<file path="src/rtl/typedefs_pkg.sv">
// Shared types and constants for the genius memory game.
// Holds the FSM state encoding, the latched game configuration and the LFSR seed.
package typedefs_pkg;

  localparam int unsigned LFSR_W    = 16;
  localparam logic [15:0] LFSR_SEED = 16'hACE1;

  typedef enum logic [2:0] {
    ST_IDLE     = 3'd0,
    ST_GEN      = 3'd1,
    ST_PLAY_ON  = 3'd2,
    ST_PLAY_OFF = 3'd3,
    ST_WAIT_IN  = 3'd4,
    ST_WIN      = 3'd5,
    ST_LOSE     = 3'd6
  } genius_state_t;

  typedef enum logic {
    MODE_FOLLOW  = 1'b0,
    MODE_COMMAND = 1'b1
  } mode_t;

  typedef enum logic {
    SPEED_SLOW = 1'b0,
    SPEED_FAST = 1'b1
  } speed_t;

  typedef enum logic [1:0] {
    LEVEL_8     = 2'b00,
    LEVEL_16    = 2'b01,
    LEVEL_MAX   = 2'b10,
    LEVEL_MAX_B = 2'b11
  } level_t;

  // Game settings captured when a game starts.
  typedef struct packed {
    mode_t  mode;
    speed_t speed;
    level_t level;
  } game_cfg_t;

endpackage

</file>
<file path="src/rtl/genius_lfsr.sv">
// Free-running 16-bit maximal-length LFSR (x^16 + x^14 + x^13 + x^11 + 1).
// Ports: clk, rst_n (async active-low, loads seed), out = current LFSR state.
// Seed is non-zero and the polynomial is maximal, so the state never reaches 0.
module genius_lfsr
  import typedefs_pkg::*;
(
  input  logic              clk,
  input  logic              rst_n,
  output logic [LFSR_W-1:0] out
);

  logic fb;

  assign fb = out[15] ^ out[13] ^ out[12] ^ out[10];

  // Advances every cycle regardless of game state.
  always_ff @(posedge clk or negedge rst_n) begin
    if (!rst_n) begin
      out <= LFSR_SEED;
    end else begin
      out <= {out[14:0], fb};
    end
  end

endmodule

</file>
<file path="src/rtl/genius_core.sv">
// Genius / Simon memory game core.
// Ports: clk, rst_n (async active-low); start, mode, speed, level (game setup,
// latched on start); btn_valid/btn_color (player press); led (one-hot display),
// score (completed rounds), busy/win/lose status. All outputs are registered.
module genius_core
  import typedefs_pkg::*;
#(
  parameter int unsigned NUM_COLORS = 4,
  parameter int unsigned MAX_LEN    = 32,
  parameter int unsigned T_FAST     = 4,
  parameter int unsigned T_SLOW     = 16,
  parameter int unsigned TIMEOUT    = 64
) (
  input  logic                          clk,
  input  logic                          rst_n,
  input  logic                          start,
  input  logic                          mode,
  input  logic                          speed,
  input  logic [1:0]                    level,
  input  logic                          btn_valid,
  input  logic [$clog2(NUM_COLORS)-1:0] btn_color,
  output logic [NUM_COLORS-1:0]         led,
  output logic [$clog2(MAX_LEN):0]      score,
  output logic                          busy,
  output logic                          win,
  output logic                          lose
);

  localparam int unsigned COLOR_W = $clog2(NUM_COLORS);
  localparam int unsigned ADDR_W  = $clog2(MAX_LEN);
  localparam int unsigned LEN_W   = ADDR_W + 1;
  localparam int unsigned T_MAX0  = (T_SLOW > T_FAST) ? T_SLOW : T_FAST;
  localparam int unsigned T_MAX   = (TIMEOUT > T_MAX0) ? TIMEOUT : T_MAX0;
  localparam int unsigned TMR_W   = $clog2(T_MAX + 1);
  localparam logic [NUM_COLORS-1:0] LED_ONE = NUM_COLORS'(1);

  genius_state_t       state, state_d;
  game_cfg_t           cfg, cfg_d;
  logic [LEN_W-1:0]    seq_len, seq_len_d;
  logic [LEN_W-1:0]    score_d;
  logic [ADDR_W-1:0]   play_idx, play_idx_d;
  logic [ADDR_W-1:0]   match_idx, match_idx_d;
  logic [TMR_W-1:0]    tmr, tmr_d;
  logic [TMR_W-1:0]    t_last;
  logic [LEN_W-1:0]    target;

  logic [NUM_COLORS-1:0] led_d;
  logic                  busy_d, win_d, lose_d;

  logic [COLOR_W-1:0]  mem [MAX_LEN];
  logic                mem_we;
  logic [ADDR_W-1:0]   mem_waddr;
  logic [COLOR_W-1:0]  mem_wdata;
  logic [COLOR_W-1:0]  match_rdata;
  logic [COLOR_W-1:0]  play_rdata;

  logic [LFSR_W-1:0]   lfsr;
  logic                lfsr_unused;

  genius_lfsr u_lfsr (
    .clk   (clk),
    .rst_n (rst_n),
    .out   (lfsr)
  );

  // Only the low colour bits feed the sequence.
  assign lfsr_unused = ^lfsr[LFSR_W-1:COLOR_W];

  // Last timer value of an LED on/off phase for the latched speed.
  assign t_last = (cfg.speed == SPEED_FAST) ? TMR_W'(T_FAST - 1) : TMR_W'(T_SLOW - 1);

  // Target sequence length for the latched level.
  always_comb begin
    case (cfg.level)
      LEVEL_8:  target = LEN_W'(8);
      LEVEL_16: target = LEN_W'(16);
      default:  target = LEN_W'(MAX_LEN);
    endcase
  end

  assign mem_waddr   = seq_len[ADDR_W-1:0];
  assign match_rdata = mem[match_idx];

  // Next-state and counter logic.
  always_comb begin
    state_d     = state;
    cfg_d       = cfg;
    seq_len_d   = seq_len;
    score_d     = score;
    play_idx_d  = play_idx;
    match_idx_d = match_idx;
    tmr_d       = tmr;
    mem_we      = 1'b0;
    mem_wdata   = lfsr[COLOR_W-1:0];

    case (state)
      ST_IDLE, ST_WIN, ST_LOSE: begin
        if (start) begin
          cfg_d       = game_cfg_t'({mode, speed, level});
          seq_len_d   = '0;
          score_d     = '0;
          play_idx_d  = '0;
          match_idx_d = '0;
          tmr_d       = '0;
          state_d     = ST_GEN;
        end
      end

      ST_GEN: begin
        if ((cfg.mode == MODE_FOLLOW) || btn_valid) begin
          mem_we     = 1'b1;
          mem_wdata  = (cfg.mode == MODE_FOLLOW) ? lfsr[COLOR_W-1:0] : btn_color;
          seq_len_d  = seq_len + LEN_W'(1);
          play_idx_d = '0;
          tmr_d      = '0;
          state_d    = ST_PLAY_ON;
        end
      end

      ST_PLAY_ON: begin
        if (tmr == t_last) begin
          tmr_d   = '0;
          state_d = ST_PLAY_OFF;
        end else begin
          tmr_d = tmr + TMR_W'(1);
        end
      end

      ST_PLAY_OFF: begin
        if (tmr == t_last) begin
          tmr_d      = '0;
          play_idx_d = play_idx + ADDR_W'(1);
          if ({1'b0, play_idx} == (seq_len - LEN_W'(1))) begin
            match_idx_d = '0;
            state_d     = ST_WAIT_IN;
          end else begin
            state_d = ST_PLAY_ON;
          end
        end else begin
          tmr_d = tmr + TMR_W'(1);
        end
      end

      ST_WAIT_IN: begin
        // A press on the expiry cycle wins over the timeout.
        if (btn_valid) begin
          tmr_d = '0;
          if (btn_color != match_rdata) begin
            state_d = ST_LOSE;
          end else if ({1'b0, match_idx} == (seq_len - LEN_W'(1))) begin
            score_d = seq_len;
            state_d = (seq_len == target) ? ST_WIN : ST_GEN;
          end else begin
            match_idx_d = match_idx + ADDR_W'(1);
          end
        end else if (tmr == TMR_W'(TIMEOUT - 1)) begin
          state_d = ST_LOSE;
        end else begin
          tmr_d = tmr + TMR_W'(1);
        end
      end

      default: begin
        state_d = ST_IDLE;
      end
    endcase
  end

  // Playback colour for the next cycle; bypasses the entry being written this cycle.
  always_comb begin
    if (mem_we && (mem_waddr == play_idx_d)) begin
      play_rdata = mem_wdata;
    end else begin
      play_rdata = mem[play_idx_d];
    end
  end

  // Output values computed from the next state so they line up with the state register.
  always_comb begin
    led_d  = '0;
    busy_d = !(state_d inside {ST_IDLE, ST_WIN, ST_LOSE});
    win_d  = (state_d == ST_WIN);
    lose_d = (state_d == ST_LOSE);
    case (state_d)
      ST_PLAY_ON: led_d = LED_ONE << play_rdata;
      ST_WIN:     led_d = '1;
      default:    led_d = '0;
    endcase
  end

  // State, counters and registered outputs.
  always_ff @(posedge clk or negedge rst_n) begin
    if (!rst_n) begin
      state     <= ST_IDLE;
      cfg       <= '0;
      seq_len   <= '0;
      score     <= '0;
      play_idx  <= '0;
      match_idx <= '0;
      tmr       <= '0;
      led       <= '0;
      busy      <= 1'b0;
      win       <= 1'b0;
      lose      <= 1'b0;
    end else begin
      state     <= state_d;
      cfg       <= cfg_d;
      seq_len   <= seq_len_d;
      score     <= score_d;
      play_idx  <= play_idx_d;
      match_idx <= match_idx_d;
      tmr       <= tmr_d;
      led       <= led_d;
      busy      <= busy_d;
      win       <= win_d;
      lose      <= lose_d;
    end
  end

  // Sequence memory, no reset.
  always_ff @(posedge clk) begin
    if (mem_we) begin
      mem[mem_waddr] <= mem_wdata;
    end
  end

endmodule

</file>
<file path="config.mk">
export PLATFORM = sky130hd
export DESIGN_NAME = genius_core
export DESIGN_NICKNAME = d
export VERILOG_FILES = /design/src/rtl/typedefs_pkg.sv /design/src/rtl/genius_lfsr.sv /design/src/rtl/genius_core.sv
export SDC_FILE = /design/constraint.sdc
export NUM_CORES = 1
export LEC_CHECK = 0
export BUFFER_PORTS_ARGS = -buffer_cell sky130_fd_sc_hd__buf_2
export CAP_MARGIN = 20
export CORE_MARGIN = 5
export CORE_UTILIZATION = 45
export DETAILED_ROUTE_END_ITERATION = 7
export GPL_TIMING_DRIVEN = 0
export HOLD_SLACK_MARGIN = 0.12
export MAX_ROUTING_LAYER = met4
export PLACE_DENSITY = 0.6
export SETUP_SLACK_MARGIN = 0.5
export SYNTH_ARGS = -nofsm -noshare
export SYNTH_HDL_FRONTEND = slang
export SYNTH_SLANG_ARGS = --single-unit
export TNS_END_PERCENT = 30
</file>
<file path="constraint.sdc">
create_clock -name clk -period 3.5 [get_ports clk]
set_input_delay 0.7 -clock clk [delete_from_list [all_inputs] [get_ports clk]]
set_output_delay 0.7 -clock clk [all_outputs]
set_load 0.05 [all_outputs]
</file>
# Word-level counts from Yosys, hierarchy flattened
# Memory sizes are Yosys's and may differ from the RTL's.
# Cells that the tools add are included.
# totals
regBits	59
mem_bits_rw	64
in_bits	10
output_inout_bits	13
word_cells	115
mem_count	1
# memory_table
memory	depth	word_bits	rd	rd_ports_with_merged_regs	write_ports	line_no	rtl
mem	32	2	2	0	1	genius_core.sv:50	logic [COLOR_W-1:0] mem [MAX_LEN];
# op_classes
add_sub_neg	5
eq_ne	26
shift	1
n_mux	46
bitwise	4
reduce_logical	18
# ops
cell	n
5-bit 2-to-1 mux	9
6-bit one-hot mux with 2 select lines	3
7-bit 2-to-1 mux	5
3-bit 2-to-1 mux	10
6-bit 2-to-1 mux	5
5-bit one-hot mux with 3 select lines	2
7-bit one-hot mux with 4 select lines	1
2-bit inequality test, second input constant	8
3-bit == test, second input constant	5
3-bit one-hot mux with 5 select lines	1
5-bit by 6-bit == test with 1-bit output	2
5-bit by 1-bit adder with 5-bit output, second input constant	2
3-bit by 2-bit == test with 1-bit output, second input constant	3
2-bit 2-to-1 mux	4
4-bit one-hot mux with 2 select lines	1
7-bit by 1-bit adder with 7-bit output, second input constant	1
7-bit by 4-bit == test with 1-bit output	1
7-bit by 6-bit == test with 1-bit output, second input constant	1
7-bit AND reduction	1
6-bit by 1-bit adder with 6-bit output, second input constant	1
6-bit == test	1
3-bit logical NOT	2
3-bit nonzero test	2
6-bit by 1-bit subtractor with 6-bit output, second input constant	1
other kinds (22)	28

# Longest topological paths before layout
# Gate-level depths: netlist (run 1).
# logic_depth
word_depth	11
ltp_mapped	14

# Hierarchy
# From an unflattened synthesis (run 1), not the netlist that was laid out.
# unflattened
cells_unflattened	551
area_unflattened_um2	6603.8
# modules_own_cells
mod	instances	cells_per_inst	area_each_um2
genius_core	1	532	6167.2
genius_lfsr	1	19	436.7

# Least setup slack after synthesis (run 1)
# OpenSTA, ideal clock, no wires.
# synth_timing
path_type	in2reg
startpoint	in start
endpoint	reg led[0]
setup_ns	0.083
arrival_ns	2.901
required_time_ns	3.417
path_slack_ns	0.516
path_stages	13
cell_sequence	buf_2 > inv_1 > o32a_1 > a22o_2 > nor2_8 > inv_4 > buf_6 > mux2i_1 > mux2i_1 > mux2_2 > o32a_1 > a31o_2 > o21ai_0
# synth_via
elab_chain_len	7
elab_cells_between_ends	12
cone_classes	3 x eq/ne; 1 x shift; 6 x mux; 1 x reduce/logical; 1 x memory
# synth_rtl
element	line_no	rtl
from (decl)	genius_core.sv:16	input logic start,
parallel branches: the longest is 6 deep, another holds memory 32 x 2 bit	--	
4-bit one-hot mux with 2 select lines *	genius_core.sv:184	case (state_d)
net led_d[0]	genius_core.sv:47	logic [NUM_COLORS-1:0] led_d;
to (signal assigned)	genius_core.sv:213	led <= led_d;
to (decl)	genius_core.sv:22	output logic [NUM_COLORS-1:0] led,
# Mark *: on every way through the listed nets, which the timed path passes.
# A chain may end at the register's enable or synchronous reset.

# Worst setup path after layout (run 1)
# layout_timing
startpoint	reg match_idx[0]
endpoint	reg score[0]
# layout_via
elab_chain_len	4
elab_cells_between_ends	6
cone_classes	4 x eq/ne; 1 x reduce/logical; 1 x memory
# layout_rtl
element	line_no	rtl
from (decl)	genius_core.sv:42	logic [ADDR_W-1:0] match_idx, match_idx_d;
from (signal assigned)	genius_core.sv:211	match_idx <= match_idx_d;
memory 32 x 2 bit	--	
2-bit inequality test	genius_core.sv:148	if (btn_color != match_rdata) begin
2-bit inequality test (no source line)	--	
5-bit AND reduction (no source line) *	--	
to (signal assigned)	genius_core.sv:209	score <= score_d;
to (decl)	genius_core.sv:23	output logic [$clog2(MAX_LEN):0] score,
# Every way passes the cells marked *; elsewhere a longest branch is shown, timed or not.

==> results of run 1 <==
## per-layer routing
metal  track usage, %  up-vias
li1                 -     2362
met1            27.75     2580
met2            32.43      143
met3            5.115       43
met4            8.971        0
met5                -        -
## worst max-delay path, delay by kind of cell, from the launching register on
family / cells / cell delay, ns
flops: 1 / 0.39
simple gates: 3 / 0.24
buf+inv: 3 / 0.43
compound gates: 4 / 0.94
mux: 3 / 1.04
## report_power, final
group | switching (mW) | internal, mW | leakage, nW | total (mW)
clock network | 0.696 | 0.915 | 0.256 | 1.61
logic | 1.14 | 0.743 | 1.63 | 1.89
registers | 0.0968 | 1.64 | 1.33 | 1.74
total | 1.94 | 3.30 | 3.22 | 5.24
## flip-flops by register name, indices dropped and copies added, names as in the netlist
name and cells:
mem 64, led 4, lose 1, score 6, busy 1, seq_len 6, win 1, match_idx 5
tmr 7, cfg 4, u_lfsr.out 16, state 3, play_idx 5
## metrics by stage
stage	utilization, %	TNS, ns	hold WS, ns	instance area, um2
floorplan	-	0	0.3312	6700
global placement	48.22	-1.365	0.3375	7036
detailed placement	48.36	-1.745	0.3418	7056
CTS	54.79	0	0.2386	7993
global route	56.17	0	0.2708	8194
finish	56.17	0	0.2394	8194
## layout make-up
cell class / instances / area [um2] / area share [%]
inverters: 23 / 93.84 / 1.145
clock inverters: 15 / 115.1 / 1.405
clock buffers: 17 / 425.4 / 5.192
multi-input cells: 415 / 3279 / 40.02
flip-flops and latches: 123 / 3408 / 41.59
plain buffers: 34 / 231.5 / 2.825
repair buffers: 55 / 410.4 / 5.008
well taps: 184 / 230.2 / 2.810
## final timing paths
check                                endpoint  slack, ns  cells past startpoint
worst max register to register       score[0]       0.34                     13
worst min register to register  u_lfsr.out[5]       0.35                      0
worst max-delay path                 score[0]       0.34                     13
min in group clk                u_lfsr.out[5]       0.35                      0
max in group asynchronous       u_lfsr.out[7]       2.61                      2
worst min-delay path                   tmr[2]       0.24                      1
## layout by cell type (no fill, tap or decap), types with 17 or more instances in the layout
| cell | Yosys | final |
|---|---|---|
| dfrtp_1 | 51 | 51 |
| o21ai_0 | 34 | 31 |
| nand2_1 | 49 | 47 |
| nor2_1 | 63 | 59 |
| clkbuf_16 | 0 | 17 |
| buf_4 | 1 | 32 |
| inv_1 | 22 | 21 |
| buf_2 | 10 | 26 |
| edfxtp_1 | 64 | 64 |
| mux2i_1 | 33 | 27 |
## cell families after synthesis
logic type / synth area share, %
compound gates: 11.17
simple gates: 15.78
mux: 12.94
fa+ha+maj: 1.307
xor+xnor: 3.996
buf+inv: 3.940
flops: 50.87
## what timing repair did
item                       in CTS  in global routing
setup endpoints to repair      19                 18
pin swaps                      19                 12
buffers inserted               24                  8
resized for setup              49                 32
==> reports/metrics.yaml, run 1 <==
hold_class: "in -> async"
synth.distinct_cells: 74
power.density_mw_per_mm2: 639.3
worst_slack_ns: 0.3390
rsz0062_at_grt: "yes"
cts_root_buf: "clkbuf_16"
io_pins: 23
synth-edff-count: 64
grt_pass1_vias: 5076
num_vias: 5128
status: "completed"
dieArea_mm2: 0.01743
cts_buffers: 17
arrival_ns: 3.47
slowest_delay_ns: 0.52
cts.sinks: 123
crit_path_cell_trace: "buf_12 > buf_12 > mux4_2 > mux2i_2 > a22o_1 > nor3_2 > a2111oi_4 > nand3_1 > a21oi_1 > nor2_1 > o21a_1 > buf_6 > mux2_4"
fp.dieW_um: 132.0
fmax_mhz: 316.4
grt_pass1_wl_mm: 28.19
endpoint_kind: "flop"
total_power_mw: 5.238
min_period_ns: 3.161
io_buffers: 21
cts.clk_slew.worst_paths_ns: 0.06
top_layer_used: "met4"
core_mm2: 0.01459
syn_area_mm2: 0.006700
drv_cap: 0
placed_cells: 801
grt_max_degree: 40
drtAntennaViolNets: 0
timing.rr.start: "match_idx[0]"
htree_levels: 4
dr.pass1.iters: 5
met3RoutedLength_um: 818
wirelength_mm: 17.72
wl_met2_mm: 8.448
crit_top_cell: "buf_12"
synth_area_leaders: "edfxtp_1 29%, dfrtp_1 19%, mux4_2 5.4%"
fp.dieH_um: 132.0
ys_ff_latch: 123
cts_hold_buffers: 0
drv_slew: 0
clock_skew_ns: 0.01240
antenna_found_initial: 0
diodes: 0
final_cells: 866
yosysSeqAreaShare_pct: 50.87
critPathMaxFanout: 8
grt_overflow: 0
yosysMostFrequentCell: "edfxtp_1"
num_rows: 44
vias_per_cell: 5.921
tritoncts: "built"
hpwl_mm: 11.95
drive_gt1_share_pct: 29.47
drc_errors: 0
startpoint: "match_idx[0]"
cp_slowest_cell: "mux4_2"
setup_viol: 0
syn_nets: 612
hold_viol: 0
synthArstFlopShare_pct: 47.97
clkLatencyLatePin_ns: 0.43
syn_inst: 595
cp.required_ns: 3.81
worstSetupPathType: "reg -> reg"
slew_headroom_pct: 35.72
power.leakage_nw: 3.216
routedWlPerCell_um: 20.46
synth_top_area_share_pct: 28.68
irDropWorstVdd_uv: 389.5
place_congestion: 0.9525
first_iter_violations: 390
startpoint_type: "flop"
pre_cts_ws_ns: -0.4217
nets: 686
worst_slew_pin_slew_ns: 0.9607
start_util_pct: 45.93
yosysWarnings: 0
gr-usage-all-layers_pct: 21.44
synth_commonest_cells: "64 x edfxtp_1, 63 x nor2_1, 51 x dfrtp_1"
synth_top_cell_by_area: "edfxtp_1"
wl_met1_mm: 7.907
nFillCells: 1230
ys.flop_type: "edfxtp_1"
synthToLayoutAreaGrowth_pct: 22.30
fin_crit_sh_pct: 90.31
clockBufferDepth: 2
synth_area_per_cell_um2: 11.26
(Power assumes the default switching activity.)
==> inputs of run 2 (changes only) <==
--- a/config.mk
+++ b/config.mk
@@ -14,7 +14,7 @@
 export HOLD_SLACK_MARGIN = 0.12
 export MAX_ROUTING_LAYER = met4
 export PLACE_DENSITY = 0.6
-export SETUP_SLACK_MARGIN = 0.5
+export SETUP_SLACK_MARGIN = 0.2
 export SYNTH_ARGS = -nofsm -noshare
 export SYNTH_HDL_FRONTEND = slang
 export SYNTH_SLANG_ARGS = --single-unit
==> run 2 against run 1 <==
Routed wire length down 1.8%; critical path depth did not move; core utilization shrank 1.8 points; count of clock-buffer cells in the layout is the same; cell area down 3.2%; combinational power shrank 7%.
==> reports/metrics.yaml, run 2 (synthesized netlist as in run 1, its figures left out) <==
io_pins: 23
fmax_mhz: 305.5
power.leakage_nw: 3.094
tritoncts: "built"
num_rows: 44
drtAntennaViolNets: 0
routedWlPerCell_um: 20.40
setup_viol: 0
drc_errors: 0
fp.dieH_um: 132.0
gr-usage-all-layers_pct: 20.65
nFillCells: 1244
endpoint_kind: "flop"
status: "completed"
min_period_ns: 3.274
start_util_pct: 45.93
io_buffers: 21
synthToLayoutAreaGrowth_pct: 18.41
vias_per_cell: 5.894
cts.clk_slew.worst_paths_ns: 0.07
htree_levels: 4
final_cells: 853
regMostFlops: "mem"
grt_pass1_wl_mm: 27.26
cts.sinks: 123
irDropWorstVdd_uv: 396.1
clkLatencyLatePin_ns: 0.43
grt_max_degree: 40
hold_viol: 0
cts_root_buf: "clkbuf_16"
core_mm2: 0.01459
critPathMaxFanout: 7
antenna_found_initial: 0
dieArea_mm2: 0.01743
worstSetupPathType: "reg -> reg"
placed_cells: 801
dr.pass1.iters: 5
clockBufferDepth: 2
place_congestion: 0.9525
fp.dieW_um: 132.0
slew_headroom_pct: 23.23
fin_area_mm2: 0.007934
nets: 673
final_common_cell: "edfxtp_1"
hold_class: "in -> async"
largest_reg_flops: 64
clock_skew_ns: 0.01523
grt_pass1_vias: 4955
startpoint_type: "flop"
placed_cell_area_mm2: 0.007056
drive_gt1_share_pct: 25.11
power.density_mw_per_mm2: 642.4
reg.largest.list: "mem x64, u_lfsr.out x16, tmr x7"
arrival_ns: 3.58
num_vias: 5028
worst_slew_pin_slew_ns: 1.137
layout_common_cells: "64 x edfxtp_1, 63 x nor2_1, 51 x dfrtp_1"
hpwl_mm: 11.95
diodes: 0
first_iter_violations: 475
rsz0062_at_grt: "yes"
cts_buffers: 17
grt_overflow: 0
cp.required_ns: 3.81
wirelength_mm: 17.40
cts_hold_buffers: 0
fin_crit_sh_pct: 93.54
drv_slew: 0
drv_cap: 0
-- run 2: cell count changes in the layout (fill, tap and decap cells not counted), sizes merged --
cell    before  now
o21ai       35   36
buf         70   54
clkbuf      36   38
-- run 2: final timing paths --
path | startpoint | end | slack, ns | depth (start not counted)
hold / removal | rst_n | score[3] | 0.24 | 1
max in group asynchronous | rst_n | u_lfsr.out[7] | 2.60 | 2
setup / recovery | match_idx[0] | score[0] | 0.23 | 13
setup reg to reg | match_idx[0] | score[0] | 0.23 | 13
hold reg to reg | u_lfsr.out[4] | u_lfsr.out[5] | 0.35 | 0
min in group clk | u_lfsr.out[4] | u_lfsr.out[5] | 0.35 | 0
-- run 2: layer usage --
metal / part of all wire [%] / up-vias / global-route usage, %
met5: 0 / - / -
met4: 3.3 / 0 / 8.743
met3: 6.0 / 49 / 5.382
met2: 47 / 180 / 30.57
met1: 44 / 2464 / 26.98
li1: - / 2335 / -
-- run 2: power by group --
group | total, mW | switching, mW | internal (mW)
registers | 1.74 | 0.0930 | 1.64
logic | 1.75 | 1.09 | 0.664
clock network | 1.61 | 0.692 | 0.914
total | 5.10 | 1.87 | 3.22
-- run 2: worst max-delay path, stage by stage, from the launching register on --
cell and delay, ns:
dfrtp_1 0.39, buf_12 0.15, buf_4 0.13, mux4_2 0.50, mux2i_1 0.28, a22oi_2 0.15, a21o_1 0.20, a2111oi_4 0.41
nand3_1 0.11, a21oi_1 0.15, nor2_1 0.06, o21a_1 0.18, buf_6 0.14, mux2_4 0.29
-- run 2: what timing repair did --
| item | in CTS | in global routing |
|---|---|---|
| resized for setup | 15 | 28 |
| hold endpoints to repair | 0 | 0 |
| cloned | 0 | 1 |
| pin swaps | 3 | 5 |
| setup buffers | 4 | 15 |
| setup endpoints to repair | 15 | 12 |
-- run 2: per-stage QoR --
stage / hold slack, ns / setup slack [ns] / setup TNS (ns) / power, mW / util [%]
3_3_place_gp: 0.3375 / -0.3248 / -1.365 / 3.315 / 48.22
6_report: 0.2403 / 0.2261 / 0 / 5.097 / 54.38
4_1_cts: 0.2386 / 0.2014 / 0 / 5.015 / 52.81
2_1_floorplan: 0.3312 / 0.5159 / 0 / 2.970 / -
5_1_grt: 0.2676 / 0.1094 / 0 / 5.377 / 54.38
3_5_place_dp: 0.3418 / -0.4217 / -1.745 / 3.350 / 48.36
-- run 2: final cells by class --
type	count	area (um2)	share of cell area, %
Buffer	34	206.4	2.602
Timing Repair Buffer	41	280.3	3.533
Sequential cell	123	3408	42.96
Clock inverter	15	115.1	1.451
Inverter	23	88.84	1.120
Tap cell	184	230.2	2.902
Multi-Input combinational cell	416	3179	40.07
Clock buffer	17	425.4	5.362
==> inputs of run 3 (changes only) <==
--- a/config.mk
+++ b/config.mk
@@ -7,13 +7,13 @@
 export LEC_CHECK = 0
 export BUFFER_PORTS_ARGS = -buffer_cell sky130_fd_sc_hd__buf_2
 export CAP_MARGIN = 20
-export CORE_MARGIN = 5
-export CORE_UTILIZATION = 45
+export CORE_MARGIN = 2
+export CORE_UTILIZATION = 47
 export DETAILED_ROUTE_END_ITERATION = 7
 export GPL_TIMING_DRIVEN = 0
 export HOLD_SLACK_MARGIN = 0.12
 export MAX_ROUTING_LAYER = met4
-export PLACE_DENSITY = 0.6
+export PLACE_DENSITY = 0.62
 export SETUP_SLACK_MARGIN = 0.2
 export SYNTH_ARGS = -nofsm -noshare
 export SYNTH_HDL_FRONTEND = slang
==> run 3 against run 2 <==
Cell area rose by 1.1%; global-route usage is 4.0 points higher; via count is 1.4% higher; non-clock buffer count is 1 lower; flip-flop and latch count unchanged; clock power up 9%; sequential share of layout area down 0.46 points; first-iteration DRC count shrank 22%; largest cell class unchanged.
==> reports/metrics.yaml, run 3 (synthesized netlist as in run 1, its figures left out) <==
fp.dieH_um: 123.4
htree_levels: 4
cts.sinks: 123
hold_viol: 0
antenna_found_initial: 0
rsz0062_at_grt: "yes"
cts.clk_slew.worst_paths_ns: 0.06
cts_hold_buffers: 0
start_util_pct: 48.27
grt_max_degree: 37
final_cells: 848
cts_buffers: 17
largest_reg_flops: 64
cp_slowest_cell: "mux4_2"
startpoint_type: "flop"
io_buffers: 21
startpoint: "match_idx[0]"
nets: 672
clkLatencyLatePin_ns: 0.42
endpoint_kind: "flop"
synthToLayoutAreaGrowth_pct: 19.68
grt_overflow: 0
drv_slew: 0
first_iter_violations: 369
drv_cap: 0
crit_top_cell: "buf_12"
io_pins: 23
crit_path_cell_trace: "buf_12 > buf_12 > mux4_2 > mux2i_4 > a22oi_2 > a21o_1 > a2111oi_4 > nand3_1 > a21oi_1 > nor2_1 > o21a_1 > buf_6 > mux2_4"
path_delay_family: "compound AO/OA/AOI/OAI gates"
tritoncts: "built"
total_power_mw: 5.250
clockBufferDepth: 2
cts_root_buf: "clkbuf_16"
power.density_mw_per_mm2: 654.7
slew_headroom_pct: 22.07
gr-usage-all-layers_pct: 24.67
setup_viol: 0
reg2reg_slack_ns: 0.24
grt_pass1_wl_mm: 26.99
cp.required_ns: 3.80
placed_cells: 797
diodes: 0
hold_class: "in -> async"
drive_gt1_share_pct: 25.00
place_congestion: 0.9283
path_buf_inv: 3
power.leakage_nw: 3.153
arrival_ns: 3.56
critPathMaxFanout: 6
ff2ff_path_depth: 13
dieArea_mm2: 0.01523
irDropWorstVdd_uv: 393.4
nFillCells: 1179
layout_common_cells: "64 x edfxtp_1, 63 x nor2_1, 51 x dfrtp_1"
num_rows: 43
timing.rr.start: "match_idx[0]"
regMostFlops: "mem"
grt_pass1_vias: 4980
vias_per_cell: 6.009
final_common_cell: "edfxtp_1"
r2r_end: "score[1]"
hpwl_mm: 11.94
reg.largest.list: "mem x64, u_lfsr.out x16, tmr x7"
timing.hold.ws_ns: 0.2830
clock_skew_ns: 0.007946
fp.dieW_um: 123.4
slowest_delay_ns: 0.52
routedWlPerCell_um: 20.61
num_vias: 5096
status: "completed"
fin_crit_sh_pct: 93.13
core_mm2: 0.01388
drtAntennaViolNets: 0
worstSetupPathType: "reg -> reg"
worst_slew_pin_slew_ns: 1.154
dr.pass1.iters: 5
fmax_mhz: 306.8
min_period_ns: 3.260
drc_errors: 0
wirelength_mm: 17.48
run 3: timing repair:
action,CTS,global route
endpoints found under the setup margin,15,15
gates cloned,0,2
resized for setup,15,32
buffers inserted,3,14
pin swaps,3,10
run 3: worst max-delay path by stage:
stage                          end  slack [ns]  cells after the start
final                     score[1]        0.24                     13
after global routing      score[1]        0.10                     14
after CTS                 score[1]        0.21                     13
after detailed placement    led[0]       -0.35                     12
after global placement      led[3]       -0.34                     12
after floorplan             led[0]        0.52                     13
run 3: routing by layer:
layer	track usage [%]	vias to the layer above	share of wire, %
met2	37.47	195	47
met4	9.233	0	2.6
li1	-	2324	-
met5	-	-	0
met3	7.149	33	6.7
met1	31.42	2544	44
run 3: report_power, final:
part | leakage (nW) | total, mW | internal (mW) | switching (mW)
registers | 1.33 | 1.76 | 1.65 | 0.108
clock network | 0.293 | 1.75 | 1.14 | 0.605
logic | 1.53 | 1.74 | 0.658 | 1.09
total | 3.15 | 5.25 | 3.45 | 1.80
run 3: final cells by class:
class / count / area, um2 / share of cell area [%]
sequential: 123 / 3408 / 42.50
clock buffer: 26 / 510.5 / 6.366
multi-input combinational: 416 / 3196 / 39.85
inverter: 23 / 88.84 / 1.108
buffer: 34 / 212.7 / 2.653
timing repair buffer: 40 / 294.0 / 3.667
clock inverter: 6 / 83.83 / 1.045
tap: 180 / 225.2 / 2.809
run 3: stage by stage:
step / setup TNS, ns / worst slack [ns] / util, % / area, um2
floorplan: 0 / 0.5159 / - / 6700
global placement: -1.487 / -0.3355 / 50.65 / 7030
detailed placement: -1.637 / -0.3543 / 50.79 / 7051
CTS: 0 / 0.2130 / 55.74 / 7737
global route: 0 / 0.1045 / 57.77 / 8019
finish: 0 / 0.2403 / 57.77 / 8019
